[src/rtl/cdda_serializer.sv]
// ============================================================================
//  Module   : cdda_serializer
//  Purpose  : Buffers stereo 16-bit PCM samples in a small FIFO and plays them
//             out as a 64-slot serial frame (MSB first, left then right) with
//             a bit clock (SCK) and channel select (LRCK) for the G1 connector.
//             Each frame is 64 bit slots of CLK_PER_BIT clock cycles. A frame
//             that finds the FIFO empty plays silence and records an underrun.
//  Ports    : io_DC_CDCLK      - sole clock (rising edge)
//             io_DC_RST        - synchronous active-high reset
//             io_EN            - enable serial output
//             io_SAMPLE_IN     - [31:16] left, [15:0] right, two's complement
//             io_SAMPLE_VALID  - push request
//             io_SAMPLE_READY  - FIFO not full (registered)
//             io_FIFO_LEVEL    - current FIFO occupancy
//             io_DC_SCK/SDAT/LRCK - serial bit clock, data, channel select
//             io_UNDERRUN      - sticky underrun flag
//             io_UNDERRUN_CLR  - clears flag and counter (wins over a set)
//             io_UNDERRUN_CNT  - saturating underrun count
//  Config   : `define CDDA_UNDERRUN_CNT_EN to build the underrun counter;
//             without it io_UNDERRUN_CNT is tied to zero.
//             CLK_PER_BIT must be even and >= 2; FIFO_DEPTH a power of 2, >= 2.
//  Revision : 1.0 - initial release
// ============================================================================
`default_nettype none

module cdda_serializer #(
    parameter int CLK_PER_BIT = 6,
    parameter int FIFO_DEPTH  = 4
) (
    input  logic                          io_DC_CDCLK,
    input  logic                          io_DC_RST,
    input  logic                          io_EN,
    input  logic [31:0]                   io_SAMPLE_IN,
    input  logic                          io_SAMPLE_VALID,
    output logic                          io_SAMPLE_READY,
    output logic [$clog2(FIFO_DEPTH):0]   io_FIFO_LEVEL,
    output logic                          io_DC_SCK,
    output logic                          io_DC_SDAT,
    output logic                          io_DC_LRCK,
    output logic                          io_UNDERRUN,
    input  logic                          io_UNDERRUN_CLR,
    output logic [7:0]                    io_UNDERRUN_CNT
);

    localparam int CW = (CLK_PER_BIT > 2) ? $clog2(CLK_PER_BIT) : 1;
    localparam int AW = (FIFO_DEPTH > 1) ? $clog2(FIFO_DEPTH) : 1;
    localparam int LW = $clog2(FIFO_DEPTH) + 1;

    localparam logic [CW-1:0] c_CNT_MAX  = CW'(CLK_PER_BIT - 1);
    localparam logic [CW-1:0] c_CNT_HALF = CW'(CLK_PER_BIT / 2);
    localparam logic [LW-1:0] c_DEPTH    = LW'(FIFO_DEPTH);
    localparam logic [5:0]    c_SLOT_MAX = 6'd63;

    typedef enum logic [0:0] {
        S_IDLE = 1'b0,
        S_RUN  = 1'b1
    } state_t;

    // ------------------------------------------------------------------
    // Registers
    // ------------------------------------------------------------------
    state_t          r_state;
    logic [CW-1:0]   r_cnt;
    logic [5:0]      r_slot;
    logic [31:0]     r_frame;
    logic            r_sck;
    logic            r_sdat;
    logic            r_lrck;
    logic            r_underrun;
    logic [31:0]     r_mem [FIFO_DEPTH];
    logic [AW-1:0]   r_wr_ptr;
    logic [AW-1:0]   r_rd_ptr;
    logic [LW-1:0]   r_level;
    logic            r_ready;

    // ------------------------------------------------------------------
    // Combinational next-state
    // ------------------------------------------------------------------
    state_t          w_state_nxt;
    logic            w_cnt_wrap;
    logic            w_frame_end;
    logic            w_load;
    logic [CW-1:0]   w_cnt_nxt;
    logic [5:0]      w_slot_nxt;
    logic [31:0]     w_frame_nxt;
    logic            w_sck_nxt;
    logic            w_sdat_nxt;
    logic            w_lrck_nxt;
    logic            w_empty;
    logic            w_push;
    logic            w_pop;
    logic            w_underrun_set;
    logic [LW-1:0]   w_level_nxt;

    assign w_empty        = (r_level == '0);
    assign w_push         = io_SAMPLE_VALID & r_ready;
    assign w_pop          = w_load & ~w_empty;
    assign w_underrun_set = w_load & w_empty;

    always_comb begin
        w_state_nxt = r_state;
        w_load      = 1'b0;
        w_cnt_wrap  = (r_cnt == c_CNT_MAX);
        w_frame_end = (r_state == S_RUN) && w_cnt_wrap && (r_slot == c_SLOT_MAX);

        case (r_state)
            S_IDLE: begin
                if (io_EN) begin
                    w_state_nxt = S_RUN;
                    w_load      = 1'b1;
                end
            end
            S_RUN: begin
                // A frame, once started, always runs to the end of slot 63.
                if (w_frame_end) begin
                    if (io_EN) begin
                        w_load = 1'b1;
                    end else begin
                        w_state_nxt = S_IDLE;
                    end
                end
            end
            default: w_state_nxt = S_IDLE;
        endcase
    end

    always_comb begin
        w_cnt_nxt  = '0;
        w_slot_nxt = '0;
        if ((r_state == S_RUN) && (w_state_nxt == S_RUN)) begin
            w_cnt_nxt  = w_cnt_wrap ? '0 : (r_cnt + CW'(1));
            w_slot_nxt = w_cnt_wrap ? (r_slot + 6'd1) : r_slot;
        end
    end

    always_comb begin
        w_frame_nxt = r_frame;
        if (w_load) begin
            w_frame_nxt = w_empty ? 32'h0000_0000 : r_mem[r_rd_ptr];
        end
    end

    // Serial outputs are computed from next-cycle position so the registered
    // pins line up exactly with cnt/slot: a new slot's data and SCK's falling
    // edge both appear on the cycle where cnt becomes 0.
    // Slot n (0-15) carries left[15-n] = frame[31-n]; slot 32+n carries
    // right[15-n] = frame[15-n]. Both reduce to index {~slot[5], ~slot[3:0]};
    // slots with slot[4] set are padding.
    always_comb begin
        w_sck_nxt  = 1'b0;
        w_sdat_nxt = 1'b0;
        w_lrck_nxt = 1'b0;
        if (w_state_nxt == S_RUN) begin
            w_sck_nxt  = (w_cnt_nxt >= c_CNT_HALF);
            w_lrck_nxt = w_slot_nxt[5];
            if (!w_slot_nxt[4]) begin
                w_sdat_nxt = w_frame_nxt[{~w_slot_nxt[5], ~w_slot_nxt[3:0]}];
            end
        end
    end

    always_comb begin
        w_level_nxt = r_level;
        if (w_push && !w_pop) begin
            w_level_nxt = r_level + LW'(1);
        end else if (w_pop && !w_push) begin
            w_level_nxt = r_level - LW'(1);
        end
    end

    // ------------------------------------------------------------------
    // Sequential logic
    // ------------------------------------------------------------------
    always_ff @(posedge io_DC_CDCLK) begin
        if (io_DC_RST) begin
            r_state <= S_IDLE;
        end else begin
            r_state <= w_state_nxt;
        end
    end

    always_ff @(posedge io_DC_CDCLK) begin
        if (io_DC_RST) begin
            r_cnt   <= '0;
            r_slot  <= '0;
            r_frame <= '0;
            r_sck   <= 1'b0;
            r_sdat  <= 1'b0;
            r_lrck  <= 1'b0;
        end else begin
            r_cnt   <= w_cnt_nxt;
            r_slot  <= w_slot_nxt;
            r_frame <= w_frame_nxt;
            r_sck   <= w_sck_nxt;
            r_sdat  <= w_sdat_nxt;
            r_lrck  <= w_lrck_nxt;
        end
    end

    // FIFO storage carries no reset; occupancy is tracked by the pointers.
    always_ff @(posedge io_DC_CDCLK) begin
        if (w_push) begin
            r_mem[r_wr_ptr] <= io_SAMPLE_IN;
        end
    end

    always_ff @(posedge io_DC_CDCLK) begin
        if (io_DC_RST) begin
            r_wr_ptr <= '0;
            r_rd_ptr <= '0;
            r_level  <= '0;
            r_ready  <= 1'b0;
        end else begin
            if (w_push) begin
                r_wr_ptr <= r_wr_ptr + AW'(1);
            end
            if (w_pop) begin
                r_rd_ptr <= r_rd_ptr + AW'(1);
            end
            r_level <= w_level_nxt;
            r_ready <= (w_level_nxt < c_DEPTH);
        end
    end

    always_ff @(posedge io_DC_CDCLK) begin
        if (io_DC_RST) begin
            r_underrun <= 1'b0;
        end else if (io_UNDERRUN_CLR) begin
            r_underrun <= 1'b0;
        end else if (w_underrun_set) begin
            r_underrun <= 1'b1;
        end
    end

`ifdef CDDA_UNDERRUN_CNT_EN
    logic [7:0] r_underrun_cnt;

    always_ff @(posedge io_DC_CDCLK) begin
        if (io_DC_RST) begin
            r_underrun_cnt <= '0;
        end else if (io_UNDERRUN_CLR) begin
            r_underrun_cnt <= '0;
        end else if (w_underrun_set && (r_underrun_cnt != 8'hFF)) begin
            r_underrun_cnt <= r_underrun_cnt + 8'd1;
        end
    end

    assign io_UNDERRUN_CNT = r_underrun_cnt;
`else
    assign io_UNDERRUN_CNT = 8'h00;
`endif

    // ------------------------------------------------------------------
    // Outputs
    // ------------------------------------------------------------------
    assign io_SAMPLE_READY = r_ready;
    assign io_FIFO_LEVEL   = r_level;
    assign io_DC_SCK       = r_sck;
    assign io_DC_SDAT      = r_sdat;
    assign io_DC_LRCK      = r_lrck;
    assign io_UNDERRUN     = r_underrun;

endmodule

`default_nettype wire

[config.mk]
export PLATFORM = sky130hd
export DESIGN_NAME = cdda_serializer
export DESIGN_NICKNAME = d
export VERILOG_FILES = /design/src/rtl/cdda_serializer.sv
export SDC_FILE = /design/constraint.sdc
export NUM_CORES = 1
export LEC_CHECK = 0
export ABC_AREA = 0
export ABC_CLOCK_PERIOD_IN_PS = 2400
export CAP_MARGIN = 20
export CORE_AREA = 3 3 164 126
export DETAILED_ROUTE_END_ITERATION = 6
export DIE_AREA = 0 0 167 129
export MAX_ROUTING_LAYER = met4
export PLACE_DENSITY = 0.61
export SYNTH_ARGS = -nofsm -noshare
export SYNTH_HDL_FRONTEND = slang
export SYNTH_SLANG_ARGS = --single-unit
[constraint.sdc]
create_clock -name io_DC_CDCLK -period 2.4 [get_ports io_DC_CDCLK]
set_input_delay 0.36 -clock io_DC_CDCLK [delete_from_list [all_inputs] [get_ports io_DC_CDCLK]]
set_output_delay 0.36 -clock io_DC_CDCLK [all_outputs]
set_load 0.05 [all_outputs]
==> results of run 1 <==
-- worst reg2reg max path: stages, from the launching register on --
cell      delay, ns
dfxtp_2        0.35
ha_4           0.17
nand4b_4       0.13
o21ai_4        0.31
nand3_4        0.16
buf_12         0.17
inv_8          0.11
buf_4          0.15
a221oi_1       0.07
nor4_1         0.31
a211oi_2       0.08
a211oi_2       0.17
-- cells in the mapped netlist, types with 7 or more instances --
cell,instances
a21oi_1,10
a221oi_1,19
a22oi_1,24
buf_2,8
buf_4,9
clkbuf_1,10
dfxtp_1,56
edfxtp_1,128
ha_1,10
inv_1,13
mux4_2,32
nand2_1,17
nor2_1,51
o31ai_1,7
-- per-stage QoR --
step / TNS [ns] / power, mW / setup WS, ns
3_3_place_gp: -0.206 / 4.34 / -0.206
3_5_place_dp: -0.276 / 4.36 / -0.276
2_1_floorplan: 0 / 4.09 / 0.0522
6_report: 0 / 6.97 / 0.133
5_1_grt: 0 / 7.24 / 0.00655
4_1_cts: 0 / 6.99 / 0.0110
-- path summary, 6_finish.rpt --
check,start,to,slack (ns),cells after the start
worst max-delay path,r_slot[0]$_SDFF_PP0_,io_DC_SDAT$_SDFF_PP0_,0.13,11
worst max register to register,r_slot[0]$_SDFF_PP0_,io_DC_SDAT$_SDFF_PP0_,0.13,11
worst min-delay path,io_DC_RST,io_DC_LRCK$_SDFF_PP0_,0.36,2
worst min register to register,r_frame[12]$_SDFF_PP0_,r_frame[12]$_SDFF_PP0_,0.50,2
-- power by group --
part / switching, mW / internal, mW
Sequential: 0.0548 / 3.51
Clock: 1.19 / 1.44
Combinational: 0.423 / 0.344
-- cell families (layout without fill, tap and decap cells) --
group                    count (synthesis)  after routing  share of synthesized area (%)
AO/OA/AOI/OAI                          101            101                           11.6
adder cells (fa/ha/maj)                 10             10                           1.63
other                                    1              8                         0.0488
AND/OR/NAND/NOR                        116            116                           8.13
multiplexers                            32             32                           9.39
flip-flops                             184            184                           64.7
buffers and inverters                   48            143                           3.78
XOR/XNOR                                 7              7                          0.799
-- flip-flops by register name (all words and copies together) (netlist names), named ones only --
name             count
r_frame             32
io_UNDERRUN          1
r_state              1
io_DC_SDAT           1
io_DC_LRCK           1
io_FIFO_LEVEL        3
r_mem              128
r_slot               6
r_rd_ptr             2
io_SAMPLE_READY      1
io_DC_SCK            1
r_wr_ptr             2
r_cnt                3
-- layer usage --
metal,part of all wire [%],vias up
met1,49,2308
li1,-,2142
met4,0.97,0
met3,3.7,12
met5,0,-
met2,46,96
-- what timing repair did --
action	4_1_cts	5_1_grt
endpoints found under the setup margin	0	4
endpoints found under the hold margin	0	0
resized for setup	0	23
buffers inserted	0	6
-- area by class of cell --
type / count / area, um^2 / area share (%)
clock inverter: 13 / 121 / 1.29
clock buffer: 19 / 433 / 4.59
tap: 253 / 317 / 3.35
timing repair inverter: 1 / 11.3 / 0.119
timing repair buffer: 96 / 942 / 9.98
multi-input combinational: 274 / 2570 / 27.3
inverter: 14 / 65.1 / 0.689
sequential: 184 / 4970 / 52.7
==> impl_metrics.toml, run 1 <==
[clock_tree]
cts_sinks = 184
cts_made_buffers = 17
htreeDepth = 4
cts_hold_buf = 0
clk_latency_ns = 0.42
cts_root_buf = "clkbuf_16"
cts_buffer_depth = 2
clk_pin_slew_ns = 0.07
cts_tree = "done"

[sta]
drv_slew = 0
hold_viol = 0
hold_ws_ns = 0.358
clock-skew-final_ns = 0.00593
final.period_utilization_pct = 94.5
fin_crit_ns = 2.27
fmaxAchievable_ghz = 0.441
setup_viol = 0
grt_setup_unrepaired = "false"

[finish]
final_util_pct = 49.1
area_growth_pct = 22.9
n_antenna_cell = 0
layout_commonest_cell = "edfxtp_1"
stdcell_count = 854
layout-drive-gt1-share_pct = 26.1
final_nets = 635
fillers = 1593
final_cell_mix = "edfxtp_1, nor2_1, dfxtp_1"
design_area_um2 = 9440

[placement]
placedCellCount = 815
port_buffers = 44
placed_cell_area_um2 = 8690
dp_hpwl_mm = 10.5
gp_congestion = 0.885

[detailed_routing]
firstDrtPassIters = 5
num_vias = 4558
wirelength_mm = 16.0
first_iter_violations = 328
drcViolationCount = 0
routed_via_density = 5.34
wl_per_cell_um = 18.7
ant_nets = 0

[setup_path]
critical_path.max_fanout = 15
worstSetupPathType = "flop to flop"
crit_buf_inv = 3
required_ns = 2.75
critPathArrivalTime_ns = 2.62
endpoint_kind = "flop"
slowest_delay_ns = 0.35
critPathSlowestCell = "dfxtp_2"
cpLargestDelayFamily = "compound AO/OA/AOI/OAI gates"
cpMostUsedCell = "a211oi_2"
start_kind = "flop"
crit_chain = "ha_4, nand4b_4, o21ai_4, nand3_4, buf_12, inv_8, buf_4, a221oi_1, nor4_1, a211oi_2, a211oi_2"

[logic_synthesis]
synth_top_cell_by_area = "edfxtp_1"
synth_top_area_share_pct = 50.1
yosysWarnings = 0
syn_inst = 499
synthArstFlopShare_pct = 0
synth_cell_types = 65
synth_area_um2 = 7680
synthTopCellsByArea = "edfxtp_1, dfxtp_1, mux4_2"
synth_edf_count = 128
seq_area_frac_synth_pct = 64.7
avgSynthCellArea_um2 = 15.4
synth_seq_cells = 184
synthFlopType = "edfxtp_1"

[global_route]
track_usage_pct = 15.6
grt_max_degree = 33
antenna_found_initial = 0
grtUsageMet3_pct = 3.59
grt_overflow = 0
grt_pass1_vias = 4457
busiest_layer = "met2"
grt_pass1_wl_mm = 25.0
use_met2_pct = 23.4
global_route.usage.met1_pct = 21.5

[floorplanning]
floorplan.die_area_um2 = 21500
rows = 44
pin_count = 53
core-area_um2 = 19200
die_h_um = 129
start_util_pct = 40.0
die_w_um = 167

[power_and_ir_drop]
irDropWorstVdd_uv = 449
leakage_nw = 3.21
power_density_nw_per_um2 = 738

[run_status]
outcome = "finished clean"

[hold_path]
hp-class = "input port to flop"

[run]
cap_viol_max_count = 0
(Power assumes the default switching activity.)
==> run 2, diff against run 1 <==
--- a/config.mk
+++ b/config.mk
@@ -12,7 +12,6 @@
 export DETAILED_ROUTE_END_ITERATION = 6
 export DIE_AREA = 0 0 167 129
 export MAX_ROUTING_LAYER = met4
-export PLACE_DENSITY = 0.61
 export SYNTH_ARGS = -nofsm -noshare
 export SYNTH_HDL_FRONTEND = slang
 export SYNTH_SLANG_ARGS = --single-unit
==> impl_metrics.toml, run 2 (synthesis gave the netlist of run 1 again) <==
[sta]
clock-skew-final_ns = 0.00808
setup_viol = 0
hold_viol = 0
hold_ws_ns = 0.494
final.period_utilization_pct = 96.6
drv_slew = 0
fmaxAchievable_ghz = 0.431
fin_crit_ns = 2.32

[floorplanning]
die_h_um = 129
pin_count = 53
floorplan.die_area_um2 = 21500
core-area_um2 = 19200
start_util_pct = 40.0
die_w_um = 167
rows = 44

[detailed_routing]
num_vias = 4687
routed_via_density = 5.47
ant_nets = 0
wl_per_cell_um = 19.1
wirelength_mm = 16.3
drcViolationCount = 0
firstDrtPassIters = 5
first_iter_violations = 312

[setup_path]
r2r_slack_ns = 0.08
worstSetupPathType = "flop to flop"
slowest_delay_ns = 0.45
cpLargestDelayFamily = "compound AO/OA/AOI/OAI gates"
r2r-start = "r_slot[0]$_SDFF_PP0_"
critPathSlowestCell = "a221oi_1"
regToRegEndpoint = "io_DC_SDAT$_SDFF_PP0_"
endpoint_kind = "flop"
r2r_cells = 9
crit_chain = "ha_4, nand4b_2, o21ai_4, buf_4, nand2_2, a221oi_1, nor4b_2, a211oi_2, a211oi_2"
critical_path.max_fanout = 5
critPathArrivalTime_ns = 2.63
cpMostUsedCell = "a211oi_2"
start_kind = "flop"
crit_buf_inv = 1
required_ns = 2.71

[finish]
fillers = 1661
final_cell_mix = "edfxtp_1, nor2_1, dfxtp_1"
n_antenna_cell = 0
layout-drive-gt1-share_pct = 25.2
top_regs = "r_mem (128), r_frame (32), r_slot (6)"
final_nets = 638
largest_reg_flops = 128
area_growth_pct = 22.1
layout_commonest_cell = "edfxtp_1"
largest_register = "r_mem"

[hold_path]
worstHoldStart = "r_frame[12]$_SDFF_PP0_"
hp-class = "flop to flop"
min_delay_path_depth = 2
hold_path_end = "r_frame[12]$_SDFF_PP0_"

[global_route]
grt_max_degree = 39
track_usage_pct = 15.9
grt_pass1_wl_mm = 25.5
antenna_found_initial = 0
grt_pass1_vias = 4723
grt_overflow = 0

[run]
cap_viol_max_count = 0

[clock_tree]
cts_tree = "done"
cts_sinks = 184
htreeDepth = 4
cts_hold_buf = 0
clk_latency_ns = 0.43
cts_made_buffers = 17
clk_pin_slew_ns = 0.07
cts_root_buf = "clkbuf_16"
cts_buffer_depth = 2

[placement]
port_buffers = 44
dp_hpwl_mm = 10.6
gp_congestion = 0.869

[power_and_ir_drop]
finalPower_mw = 6.99
leakage_nw = 3.18
power_density_nw_per_um2 = 746
irDropWorstVdd_uv = 356

[run_status]
outcome = "finished clean"
-- run 2: where the power goes --
part           total (mW)  switching (mW)  internal, mW
Clock                2.68            1.20          1.48
Sequential           3.56          0.0477          3.51
Combinational       0.756           0.420         0.336
Total                6.99            1.67          5.32
-- run 2: per-stage QoR --
step             TNS, ns  utilization, %  worst slack, ns  cells  cell area, um^2
2_1_floorplan          0               -           0.0522    506             7720
3_3_place_gp      -0.206            45.5           -0.206    821             8750
3_5_place_dp      -0.288            45.5           -0.288    821             8750
4_1_cts                0            48.5           0.0193    854             9320
5_1_grt        -0.000216            48.8        -0.000216    857             9380
6_report               0            48.8           0.0818    857             9380
-- run 2: worst max-delay path by stage --
stage / startpoint / end / slack (ns) / depth (start not counted)
2_1_floorplan: r_slot[1]$_SDFF_PP0_ / io_FIFO_LEVEL[2]$_SDFF_PP0_ / 0.05 / 14
3_3_place_gp: io_EN / io_DC_SDAT$_SDFF_PP0_ / -0.21 / 8
5_1_grt: r_slot[0]$_SDFF_PP0_ / io_DC_SDAT$_SDFF_PP0_ / -0.0002 / 10
4_1_cts: r_slot[0]$_SDFF_PP0_ / io_DC_SDAT$_SDFF_PP0_ / 0.02 / 10
3_5_place_dp: io_EN / io_DC_SDAT$_SDFF_PP0_ / -0.29 / 8
6_report: r_slot[0]$_SDFF_PP0_ / io_DC_SDAT$_SDFF_PP0_ / 0.08 / 9
-- run 2: final cells by class --
cell class	instances	area (um^2)	share of cell area, %
clock buffer	21	450	4.80
clock inverter	11	114	1.21
inverter	14	57.6	0.614
multi-input combinational	275	2500	26.6
sequential	184	4970	53.0
tap	253	317	3.38
timing repair buffer	99	966	10.3
-- run 2: what timing repair did --
action	4_1_cts	5_1_grt
gates cloned	0	1
gates resized for setup	0	8
pin swaps	1	3
endpoints found under the hold margin	0	0
endpoints found under the setup margin	1	1
buffers inserted	1	2
-- run 2: per-layer routing --
metal	vias to the layer above	share of wire, %	track usage (%)
met1	2410	48	21.7
met4	0	1.1	5.14
met2	113	46	23.8
li1	2148	-	-
met5	-	0	-
met3	16	4.6	3.78
-- run 2: worst register-to-register path: stages (launching register included) --
cell      delay (ns)
dfxtp_2         0.35
ha_4            0.15
nand4b_2        0.17
o21ai_4         0.28
buf_4           0.19
nand2_2         0.12
a221oi_1        0.45
nor4b_2         0.12
a211oi_2        0.28
a211oi_2        0.10
==> run 3, diff against run 2 <==
--- a/config.mk
+++ b/config.mk
@@ -15,3 +15,4 @@
 export SYNTH_ARGS = -nofsm -noshare
 export SYNTH_HDL_FRONTEND = slang
 export SYNTH_SLANG_ARGS = --single-unit
+export TNS_END_PERCENT = 20
==> results of run 3 <==
Same layout as run 2: the final DEF is identical, and so are final timing and power.
==> RTL edit: new RTL, config.mk and constraints of run 2 <==
Set the parameter `FIFO_DEPTH` to 2 (it was 4).
--- a/src/rtl/cdda_serializer.sv
+++ b/src/rtl/cdda_serializer.sv
@@ -27,3 +27,3 @@
     parameter int CLK_PER_BIT = 6,
-    parameter int FIFO_DEPTH  = 4
+    parameter int FIFO_DEPTH  = 2
 ) (
Interface: changed (resized io_FIFO_LEVEL); port bits go from 53 to 52. The function was not compared with the original's and may differ.
==> RTL edit against run 2 <==
- combinational power shrank 51%
- wire length down 36%
- critical path depth is 1 higher
- non-clock buffer count is 20 lower
- sequential power is 38% lower
- core utilization is 15 points lower
- area after synthesis shrank 37%
- setup slack improved by 44 ps
- via count fell by 32%
- sequential cell count is 68 lower
- cell area is 32% lower
- hold slack worse by 29 ps
- first-iteration DRC count shrank 49%
- power fell by 26%
- highest routed layer unchanged
==> RTL edit: results (changes against run 2) <==
[placed_design]
numPortBuffers = 43  ; -2.3%
dpl.hpwl_um = 7518  ; -29%
place_inst = 696  ; -15%
gp_congestion = 0.8746  ; +0.62%

[logic_synthesis]
yosysSeqAreaShare_pct = 61.00  ; -3.7 points
syn_area_per_cell_um2 = 12.33  ; -20%
synth_edf_count = 64  ; -50%
synth.distinct_cells = 53  ; -18%
synth.area.top_cells = edfxtp_1, dfxtp_1, mux2i_1
synth_commonest_cells = nor2_1, edfxtp_1, dfxtp_1, mux2i_1, mux2_2

[power_and_ir_drop]
p_sw_mw = 1.110  ; -33%
p_leak_nw = 2.307  ; -27%
seq_power_share_pct = 42.4  ; -8.5 points
internal_power_mw = 4.052  ; -24%
clock_power_share_pct = 50.4  ; +12 points
peakVddDrop_uv = 409.2  ; +15%

[drt]
drtIter0Drc = 158  ; -49%
wl_met3_um = 548  ; -26%
firstDrtPassIters = 4  ; -1
met1_length_um = 5149  ; -35%
wl_per_cell_um = 14.35  ; -25%
wl_met2_um = 4711  ; -37%
vias = 3190  ; -32%

[global_routing]
grt_usage_pct = 10.63  ; -5.3 points
grt_pass1_wl_um = 17200  ; -32%
gr-usage-met2_pct = 15.65  ; -8.1 points
grt_pass1_vias = 3281  ; -31%
grt.met1_usage_pct = 13.92  ; -7.8 points
met3_usage_pct = 3.010  ; -0.77 points
grt_max_degree = 47  ; +21%

[sta]
skew_ps = 7.131  ; -0.9468 ps
whs_ps = 464.9  ; -28.84 ps

[hold_path]
hold_depth = 1  ; -1

[critical_path]
r2r_cells = 10  ; +1
worstPathMaxFanout = 12  ; +7
r2r_setup_slack_ps = 130  ; +40 ps

[finish]
layout.cells.non_filler = 734  ; -14%
final_nets = 509  ; -20%
antenna_cells = 0  ; unchanged
final_layout_size_suffix_gt1_share_pct = 21.41  ; -3.8 points
fill_cells = 1885  ; +13%
top_regs = r_mem: 64 flops, r_frame: 32 flops, r_slot: 6 flops

[outcome]
status = finished clean

[cts]
clock_latency_ps = 400  ; -30 ps

-- RTL edit: layout make-up --
| type | count | share of cell area (%) |
|---|---|---|
| Inverter | 6 | 0.3513 |
| Multi-Input combinational cell | 248 | 26.87 |
| Tap cell | 253 | 4.938 |
| Clock inverter | 15 | 2.947 |
| Timing Repair Buffer | 79 | 11.90 |
| Sequential cell | 116 | 46.35 |
| Clock buffer | 17 | 6.635 |
-- RTL edit: cells by family (layout without fill, tap and decap cells) --
logic type / count (synthesis) / in the layout / synth area share (%)
simple gates: 121 / 121 / 11.44
flops: 116 / 116 / 61.00
compound gates: 56 / 56 / 9.352
mux: 54 / 54 / 11.80
buf+inv: 37 / 117 / 4.405
xor+xnor: 5 / 5 / 0.9018
fa+ha+maj: 4 / 4 / 1.030
other cells: 1 / 8 / 0.07721
-- RTL edit: final timing paths --
path | start | endpoint
worst max-delay path | r_slot[0] | io_DC_SDAT
worst min-delay path | r_cnt[0] | r_cnt[0]
worst max register to register | r_slot[0] | io_DC_SDAT
worst min register to register | r_cnt[0] | r_cnt[0]
-- RTL edit: per-stage QoR --
step                setup WS (ps)  area [um2]  utilization, %
floorplan                   13.93        4888               -
global placement           -141.2        5732           29.83
detailed placement         -175.2        5732           29.83
CTS                         2.073        6351           33.06
global route               -3.383        6411           33.37
finish                      125.6        6411           33.37
-- RTL edit: what timing repair did --
action,in CTS,in global routing
endpoints found under the setup margin,1,2
pin swaps,0,3
buffers inserted,0,6
cloned,0,0
hold buffers,0,0
resized for setup,1,8
-- RTL edit: worst max-delay path, cell delays in order, from the launching register on --
cell and delay, ps:
dfxtp_2 330, ha_2 190, nand2_2 80, o31ai_4 210, nand2_2 130, buf_12 160, mux2i_2 170, mux4_2 490
nand2_1 90, a21oi_1 80, o32ai_2 250
